File: config.mk
export PLATFORM = sky130hd
export DESIGN_NAME = prt_dp_pm_rom_ldr
export DESIGN_NICKNAME = d
export VERILOG_FILES = /design/src/rtl/prt_dp_pm_rom_ldr.sv
export SDC_FILE = /design/constraint.sdc
export NUM_CORES = 1
export LEC_CHECK = 0
export BUFFER_PORTS_ARGS = -buffer_cell sky130_fd_sc_hd__buf_2
export CAP_MARGIN = 20
export CORE_MARGIN = 3
export CORE_UTILIZATION = 30
export DETAILED_ROUTE_END_ITERATION = 6
export SLEW_MARGIN = 10
export SYNTH_ARGS = -nofsm -noshare
export SYNTH_HDL_FRONTEND = slang
export SYNTH_SLANG_ARGS = --single-unit
File: constraint.sdc
create_clock -name CLK_IN -period 3.42 [get_ports CLK_IN]
set_clock_uncertainty 0.1 [all_clocks]
set_input_delay 1.026 -clock CLK_IN [delete_from_list [all_inputs] [get_ports CLK_IN]]
set_output_delay 1.026 -clock CLK_IN [all_outputs]
set_load 0.01 [all_outputs]
File: src/rtl/prt_dp_pm_rom_ldr.sv
`timescale 1ns/1ps
// ---------------------------------------------------------------------------
// prt_dp_pm_rom_ldr
//
// Purpose:
//   Turns a host byte stream (a policy-maker program image) into the word
//   write stream of the program ROM init port. Each image begins with a
//   write-pointer clear pulse. Bytes are packed little-endian into 32-bit
//   words, and each completed word is written with a single-cycle strobe.
//   Busy, done, error and word-count status are reported back to the host.
//
// Parameters:
//   P_ADR         ROM address bits; the ROM holds 2**P_ADR words.
//
// Ports:
//   CLK_IN        clock
//   RST_IN        asynchronous active-high reset
//   HOST_STR_IN   start-of-image pulse (restarts from any state)
//   HOST_DAT_IN   image byte
//   HOST_VLD_IN   byte valid
//   HOST_END_IN   last byte of image, qualified by the byte handshake
//   HOST_RDY_OUT  loader ready for a byte (registered, high only while loading)
//   INIT_STR_OUT  ROM write-pointer clear pulse
//   INIT_DAT_OUT  ROM word
//   INIT_VLD_OUT  ROM word write strobe
//   BUSY_OUT      image load in progress
//   DONE_OUT      load completed
//   ERR_OUT       load error (overflow, or checksum when enabled)
//   WRDS_OUT      words written to ROM since the last clear pulse
//
// Optional feature (macro PRT_DP_PM_ROM_LDR_CKS_EN):
//   The image's last word is a checksum. It is compared against the
//   modulo-2^32 sum of the written words and is never written to the ROM.
// ---------------------------------------------------------------------------
module prt_dp_pm_rom_ldr #(
  parameter int P_ADR = 10
) (
  input  logic             CLK_IN,
  input  logic             RST_IN,
  input  logic             HOST_STR_IN,
  input  logic [7:0]       HOST_DAT_IN,
  input  logic             HOST_VLD_IN,
  input  logic             HOST_END_IN,
  output logic             HOST_RDY_OUT,
  output logic             INIT_STR_OUT,
  output logic [31:0]      INIT_DAT_OUT,
  output logic             INIT_VLD_OUT,
  output logic             BUSY_OUT,
  output logic             DONE_OUT,
  output logic             ERR_OUT,
  output logic [P_ADR:0]   WRDS_OUT
);

  // ROM capacity in words; WRDS_OUT is one bit wider so that it can hold it
  localparam logic [P_ADR:0] LP_WRDS = {1'b1, {P_ADR{1'b0}}};

  localparam logic [1:0] S_IDLE = 2'd0;
  localparam logic [1:0] S_STR  = 2'd1;
  localparam logic [1:0] S_LOAD = 2'd2;
  localparam logic [1:0] S_DONE = 2'd3;

  logic [1:0]     r_state;
  logic [1:0]     r_idx;
  logic [31:0]    r_shadow;
  logic [P_ADR:0] r_wrds;
  logic           r_rdy;
  logic           r_init_str;
  logic [31:0]    r_init_dat;
  logic           r_init_vld;
  logic           r_busy;
  logic           r_done;
  logic           r_err;
`ifdef PRT_DP_PM_ROM_LDR_CKS_EN
  logic [31:0]    r_sum;
`endif

  logic           w_accept;
  logic           w_last;
  logic [31:0]    w_word;

  // r_rdy is high only in LOAD, so it also qualifies the state. A start in
  // the same cycle wins, which drops the byte.
  assign w_accept = HOST_VLD_IN & r_rdy & ~HOST_STR_IN;
  assign w_last   = (r_idx == 2'd3) | HOST_END_IN;

  // The word as it looks with the current byte merged in. The shadow is
  // cleared after every emitted word, so a short final word is already
  // zero-padded.
  always_comb begin
    w_word = r_shadow;
    w_word[8*r_idx +: 8] = HOST_DAT_IN;
  end

  // Loader state machine. All host and ROM outputs are registered. The clear
  // pulse and the write strobe default low, so each lasts exactly one cycle.
  always_ff @(posedge CLK_IN or posedge RST_IN) begin
    if (RST_IN) begin
      r_state    <= S_IDLE;
      r_idx      <= 2'd0;
      r_shadow   <= 32'd0;
      r_wrds     <= '0;
      r_rdy      <= 1'b0;
      r_init_str <= 1'b0;
      r_init_dat <= 32'd0;
      r_init_vld <= 1'b0;
      r_busy     <= 1'b0;
      r_done     <= 1'b0;
      r_err      <= 1'b0;
`ifdef PRT_DP_PM_ROM_LDR_CKS_EN
      r_sum      <= 32'd0;
`endif
    end else begin
      r_init_str <= 1'b0;
      r_init_vld <= 1'b0;
      if (HOST_STR_IN) begin
        // Start from any state. Any partial word is discarded.
        r_state    <= S_STR;
        r_init_str <= 1'b1;
        r_idx      <= 2'd0;
        r_shadow   <= 32'd0;
        r_wrds     <= '0;
        r_rdy      <= 1'b0;
        r_busy     <= 1'b1;
        r_done     <= 1'b0;
        r_err      <= 1'b0;
`ifdef PRT_DP_PM_ROM_LDR_CKS_EN
        r_sum      <= 32'd0;
`endif
      end else begin
        case (r_state)
          S_STR: begin
            r_state <= S_LOAD;
            r_rdy   <= 1'b1;
          end
          S_LOAD: begin
            if (w_accept) begin
              if (r_wrds == LP_WRDS) begin
                // ROM already full: drop the byte and stop with an error
                r_err   <= 1'b1;
                r_state <= S_DONE;
                r_rdy   <= 1'b0;
                r_busy  <= 1'b0;
                r_done  <= 1'b1;
              end else if (w_last) begin
                r_idx    <= 2'd0;
                r_shadow <= 32'd0;
`ifdef PRT_DP_PM_ROM_LDR_CKS_EN
                if (HOST_END_IN) begin
                  // The END word is the checksum. It is checked, not written.
                  r_err   <= (r_idx != 2'd3) | (r_sum != w_word);
                  r_state <= S_DONE;
                  r_rdy   <= 1'b0;
                  r_busy  <= 1'b0;
                  r_done  <= 1'b1;
                end else begin
                  r_init_dat <= w_word;
                  r_init_vld <= 1'b1;
                  r_wrds     <= r_wrds + 1'b1;
                  r_sum      <= r_sum + w_word;
                end
`else
                r_init_dat <= w_word;
                r_init_vld <= 1'b1;
                r_wrds     <= r_wrds + 1'b1;
                if (HOST_END_IN) begin
                  r_state <= S_DONE;
                  r_rdy   <= 1'b0;
                  r_busy  <= 1'b0;
                  r_done  <= 1'b1;
                end
`endif
              end else begin
                r_shadow <= w_word;
                r_idx    <= r_idx + 2'd1;
              end
            end
          end
          default: begin
          end
        endcase
      end
    end
  end

  assign HOST_RDY_OUT = r_rdy;
  assign INIT_STR_OUT = r_init_str;
  assign INIT_DAT_OUT = r_init_dat;
  assign INIT_VLD_OUT = r_init_vld;
  assign BUSY_OUT     = r_busy;
  assign DONE_OUT     = r_done;
  assign ERR_OUT      = r_err;
  assign WRDS_OUT     = r_wrds;

endmodule

==> summary.md, run 1 <==
| Metric | Value |
|---|---|
| Post-CTS setup buffer count | 0 |
| Placed wire-length estimate | roughly 6.4 mm |
| Synth Flop Type | dfrtp_1 |
| Register area share after synthesis | approximately 52% |
| Peak supply drop | 0.000204 V |
| Maximum capacitance violations | 0 |
| GP Congestion | 0.843 |
| Fmax | 356 MHz |
| Clock latency on the worst-skew pair | 0.35 ns |
| Root Buffer | clkbuf_16 |
| Routed via count | between 2000 and 3000 |
| Slew of the pin with the lowest slew margin | slightly below 0.7 ns |
| Largest net degree at the start of global routing | 50 |
| WS Path Type | reg -> reg |
| RSZ-0062 raised after global routing | no |
| Nets@finish | 410 |
| Core ar. | 12900 sq um |
| Via/cell ratio | roughly 5.0 |
| Status | finished clean |
| I/O Buffers | 61 |
| Tot Pwr | ~2.1 mW |
| Area of the die | 15000 sq um |
| EDFF count, synth | 0 |
| Inserted Clock Buffers | 9 |
| LEAKAGE | 2.44 nW |
| Post-synthesis cell type count | 45 |
| Most frequent cells in the layout | 85 x dfrtp_1, 61 x buf_2, 56 x a22o_1, 29 x mux2_4, 17 x nand2_1 |
| Share of cells above drive strength 1 | between 30% and 40% |
| GRT Overall Usage | approximately an eighth |
| 1st-iter DRT viols | 169 |
| DIE HEIGHT | 123 um |
| Final Max Slew Viols | 0 |
| DR WL/cell | approximately 17 um |
| Mapped cell area | around 4100 sq um |
| Startpoint types | register |
| 1st-pass router iterations | 4 |
| Synth top area share | between 50% and 60% |
| Commonest non-fill, non-tap cell in the layout | dfrtp_1 |
| # DRC | 0 |
| Final hold violations | 0 |
| Final Cycle Share | just over 80% |
| Diode count | 0 |
| Total Neg Setup Slack | 0 ns |
| Cell taking the most area after synthesis | dfrtp_1 |
| Clock Sinks | 85 |
| Finish-stage setup viols | 0 |
| Total gr overflow | 0 |
| Type of the most critical hold path | reg -> reg |
| First-pass GRT wire length | 15.4 mm |
| Asr flop ratio synth | 100% |
| ANT nets after route | 0 |
| Largest cells by area after synthesis | dfrtp_1 52%, a22o_1 12%, mux2_4 11%, ha_1 2.5%, nand2_1 1.6% |
| Die Width | ~120 um |
| Slew margin rel. | 54.1% |
| Syn nets | 354 |
| Number of synthesized register bits | 85 |
| Hold-fix buffers, CTS | 0 |
| Worst-path clk slew | 0.06 ns |
| Initial antenna violation count | 0 |
| IO Count | slightly above 60 |
| H-tree depth | 3 |
| Final Util | a little under two fifths |
| P&R area growth vs syn | 18.2% |
| Final critical-path setup slack | 0.611 ns |
| Nature of the critical path endpoint | register |
| Crit path required time | 3.54 ns |
| CTS-repair resized insts | 0 |
| Row count | 41 |
| Final wirelength | between 9 and 10 mm |
| Post-Synthesis Cells | roughly 330 |
| PwrDens | 442 nW/um^2 |
| Critical path arrival | 2.93 ns |
| Vias in the first global route | 2859 |
| Setup WS pre-CTS | ~0.44 ns |
| WHS | roughly 0.4 ns |
| Crit-path max FO | 33 |
| YS warnings | 0 |
| TritonCTS clock tree | yes |
| Initial Util | 31.5% |
| Max Root-Sink Buffers | 2 |
| Syn avg cell area | about 12 sq um |
| Minimum clock period | ~2.8 ns |
-- worst paths after layout --
check,from,endpoint,slack [ns],depth (start not counted)
min in group asynchronous,RST_IN,DONE_OUT,0.65,2
worst max register to register,WRDS_OUT[0],INIT_DAT_OUT[31],0.61,7
worst min register to register,ERR_OUT,ERR_OUT,0.40,2
worst min-delay path,ERR_OUT,ERR_OUT,0.40,2
max in group asynchronous,RST_IN,r_idx[1],1.87,3
worst max-delay path,WRDS_OUT[0],INIT_DAT_OUT[31],0.61,7
-- logic make-up (layout without fill, tap and decap cells) --
family | Yosys count | in the layout | share of synthesized area, %
adders and majority gates | 8 | 8 | 2.46
buffers and inverters | 41 | 102 | 4.94
DFF | 85 | 85 | 52.2
and+or+nand+nor | 72 | 72 | 10.3
muxes | 32 | 32 | 11.5
xor gates and xnor gates | 5 | 5 | 1.07
AOI/OAI and AO/OA | 90 | 90 | 17.5
-- state kept, by name, summed over array words and instances, names as in the netlist --
signal	count
r_idx	2
BUSY_OUT	1
WRDS_OUT	11
INIT_STR_OUT	1
r_shadow	32
DONE_OUT	1
INIT_VLD_OUT	1
r_state	2
INIT_DAT_OUT	32
ERR_OUT	1
HOST_RDY_OUT	1
-- cells in the mapped netlist (2+ instances only) --
library cell	number
clkbuf_2	8
mux2_2	3
o31ai_1	2
nand2b_1	2
ha_1	8
nor2_1	12
mux2_4	29
nand2_1	17
buf_6	4
nor2b_1	5
clkbuf_1	4
and3_1	3
clkinv_1	3
a21oi_1	9
xor2_1	5
inv_1	16
nand3_1	5
a22o_1	56
a21oi_2	4
buf_2	6
or4_1	3
nand4_1	5
or3_1	4
nor4_2	2
dfrtp_1	85
nor3_1	3
nand4b_1	2
o21ai_0	11
-- critical path: stages (launching register included) --
cell and delay, ns:
dfrtp_1 0.43, inv_1 0.10, ha_1 0.16, nor4bb_2 0.38, and3_1 0.45, or3_2 0.19
buf_4 0.48, mux2_2 0.40
-- layer usage --
| metal | GRT usage, % | up-vias | wire length (um) |
|---|---|---|---|
| li1 | - | 1333 | - |
| met1 | 17.6 | 1402 | 4250 |
| met2 | 21.0 | 76 | 4560 |
| met3 | 3.82 | 4 | 569 |
| met4 | 3.85 | 0 | 56 |
| met5 | 0 | - | 0 |
-- where the power goes --
| part | switching (mW) | internal, mW |
|---|---|---|
| Combinational | 0.0826 | 0.0451 |
| Sequential | 0.0121 | 1.02 |
| Clock | 0.397 | 0.569 |
-- metrics by stage --
step | cells | cell area, sq um
after floorplan | 333 | 4070
after global placement | 550 | 4520
after detailed placement | 550 | 4520
after CTS | 566 | 4820
after global routing | 566 | 4820
final | 566 | 4820
-- cell type report --
type	instances	area (sq um)
inverter	19	72.6
sequential	85	2130
tap	172	215
clock inverter	5	60.1
timing repair buffer	67	363
clock buffer	11	233
multi-input combinational	207	1750
fill	1292	8110
Note: power is estimated with default switching activity, not from simulation.
==> inputs of run 2 (changes only) <==
==> constraint.sdc (replaced) <==
create_clock -name CLK_IN -period 2.9 [get_ports CLK_IN]
set_clock_uncertainty 0.1 [all_clocks]
set_input_delay 0.87 -clock CLK_IN [delete_from_list [all_inputs] [get_ports CLK_IN]]
set_output_delay 0.87 -clock CLK_IN [all_outputs]
set_load 0.01 [all_outputs]
==> summary.md, run 2 (synthesis gave the netlist of run 1 again) <==
| Metric | Value |
|---|---|
| Type of the most critical hold path | reg -> reg |
| Largest net degree at the start of global routing | 86 |
| Routed via count | 2889 |
| Initial Util | 31.5% |
| 1st-iter DRT viols | roughly 200 |
| Slew margin rel. | 58.4% |
| Hold-fix buffers, CTS | 0 |
| LEAKAGE | ~2.5 nW |
| DIE HEIGHT | 123 um |
| Max Root-Sink Buffers | 2 |
| IO Count | 62 |
| Initial antenna violation count | 0 |
| Final hold violations | 0 |
| Most frequent cells in the layout | 85 x dfrtp_1, 61 x buf_2, 56 x a22o_1, 29 x mux2_4, 17 x nand2_1 |
| Startpoint types | register |
| Critical path arrival | 2.61 ns |
| Crit-path max FO | 14 |
| I/O Buffers | 61 |
| Maximum capacitance violations | 0 |
| Area of the die | 15000 sq um |
| 1st-pass router iterations | 4 |
| Register area | approximately 2100 sq um |
| Final Cycle Share | 84.1% |
| Slew of the pin with the lowest slew margin | 0.619 ns |
| Nature of the critical path endpoint | register |
| GRT Overall Usage | a little over an eighth |
| Via/cell ratio | 5.07 |
| Total Neg Setup Slack | 0 ns |
| Row count | 41 |
| Clock latency on the worst-skew pair | between 0.3 and 0.4 ns |
| Diode count | 0 |
| Inserted Clock Buffers | 9 |
| Post-CTS setup buffer count | 0 |
| GP Congestion | 0.826 |
| Status | finished clean |
| Final Max Slew Viols | 0 |
| Minimum clock period | 2.44 ns |
| Die Width | between 100 and 150 um |
| Commonest non-fill, non-tap cell in the layout | dfrtp_1 |
| Root Buffer | clkbuf_16 |
| Total gr overflow | 0 |
| Vias in the first global route | 2896 |
| Peak supply drop | 0.000318 V |
| Crit path required time | 3.08 ns |
| Final wirelength | 9.44 mm |
| WS Path Type | reg -> reg |
| Layout fillers | 1296 |
| Clock Sinks | 85 |
| RSZ-0062 raised after global routing | no |
| PwrDens | roughly 520 nW/um^2 |
| Worst-path clk slew | approximately 0.060 ns |
| Area occupied by multi-input gates | 1750 sq um |
| Finish-stage setup viols | 0 |
| Fmax | 410 MHz |
| H-tree depth | 3 |
| ANT nets after route | 0 |
| DR WL/cell | ~17 um |
| # DRC | 0 |
| First-pass GRT wire length | approximately 16 mm |
| P&R area growth vs syn | 19.6% |
| TritonCTS clock tree | yes |
| Share of cells above drive strength 1 | 33.4% |
| Final critical-path setup slack | 0.462 ns |
| Nets@finish | 414 |
| Core ar. | between 10000 and 15000 sq um |
| Setup WS pre-CTS | 0.355 ns |
| Placed wire-length estimate | between 6 and 7 mm |
| CTS-repair resized insts | 0 |
==> run 2: cell types whose count changed in the layout (fill, tap and decap cells not counted) <==
cell / previous run / this run
clkinv_4: 1 / 3
clkbuf_1: 2 / 0
clkinv_2: 2 / 1
clkinvlp_4: 1 / 3
buf_12: 1 / 2
inv_6: 1 / 0
buf_4: 5 / 8
==> run 2: report_power, final <==
group          internal, mW  switching [mW]
combinational        0.0545          0.0993
sequential             1.21          0.0136
clock                 0.669           0.476
total                  1.93           0.589
==> run 2: layout make-up <==
class | count | area share (%)
Multi-Input combinational cell | 207 | 35.9
Clock buffer | 9 | 4.62
Inverter | 19 | 1.54
Timing Repair Buffer | 71 | 8.32
Sequential cell | 85 | 43.7
Tap cell | 172 | 4.42
Clock inverter | 7 | 1.57
==> run 2: metrics by stage <==
step | instance area (sq um) | total power [mW] | cells | hold slack, ns | utilization, %
floorplan | 4080 | 1.34 | 333 | 0.373 | -
global placement | 4570 | 1.39 | 554 | 0.360 | 35.3
detailed placement | 4570 | 1.40 | 554 | 0.382 | 35.3
CTS | 4870 | 2.56 | 570 | 0.398 | 37.7
global route | 4870 | 2.63 | 570 | 0.415 | 37.7
finish | 4870 | 2.52 | 570 | 0.390 | 37.7
==> run 2: layer usage <==
| layer | wire length [um] | global-route usage (%) | part of all wire (%) | vias up |
|---|---|---|---|---|
| met2 | 4430 | 19.6 | 47 | 96 |
| met3 | 764 | 3.82 | 8.1 | 11 |
| li1 | - | - | - | 1343 |
| met4 | 121 | 4.27 | 1.3 | 0 |
| met1 | 4120 | 18.8 | 44 | 1439 |
| met5 | 0 | 0 | 0 | - |
==> run 2: worst paths after layout <==
| check | end | cells after the start | slack, ns | start |
|---|---|---|---|---|
| max in group asynchronous | r_shadow[1] | 3 | 1.79 | RST_IN |
| worst max-delay path | r_shadow[25] | 6 | 0.46 | r_idx[0] |
| min in group asynchronous | BUSY_OUT | 3 | 0.54 | RST_IN |
| worst min-delay path | ERR_OUT | 2 | 0.39 | ERR_OUT |
| worst min register to register | ERR_OUT | 2 | 0.39 | ERR_OUT |
| worst max register to register | r_shadow[25] | 6 | 0.46 | r_idx[0] |
==> run 2: worst max-delay path, cell delays in order, from the launching register on <==
cell	delay, ns
dfrtp_1	0.55
inv_1	0.17
ha_1	0.40
and4bb_2	0.46
nor2b_1	0.27
nor2b_1	0.26
a22o_1	0.17
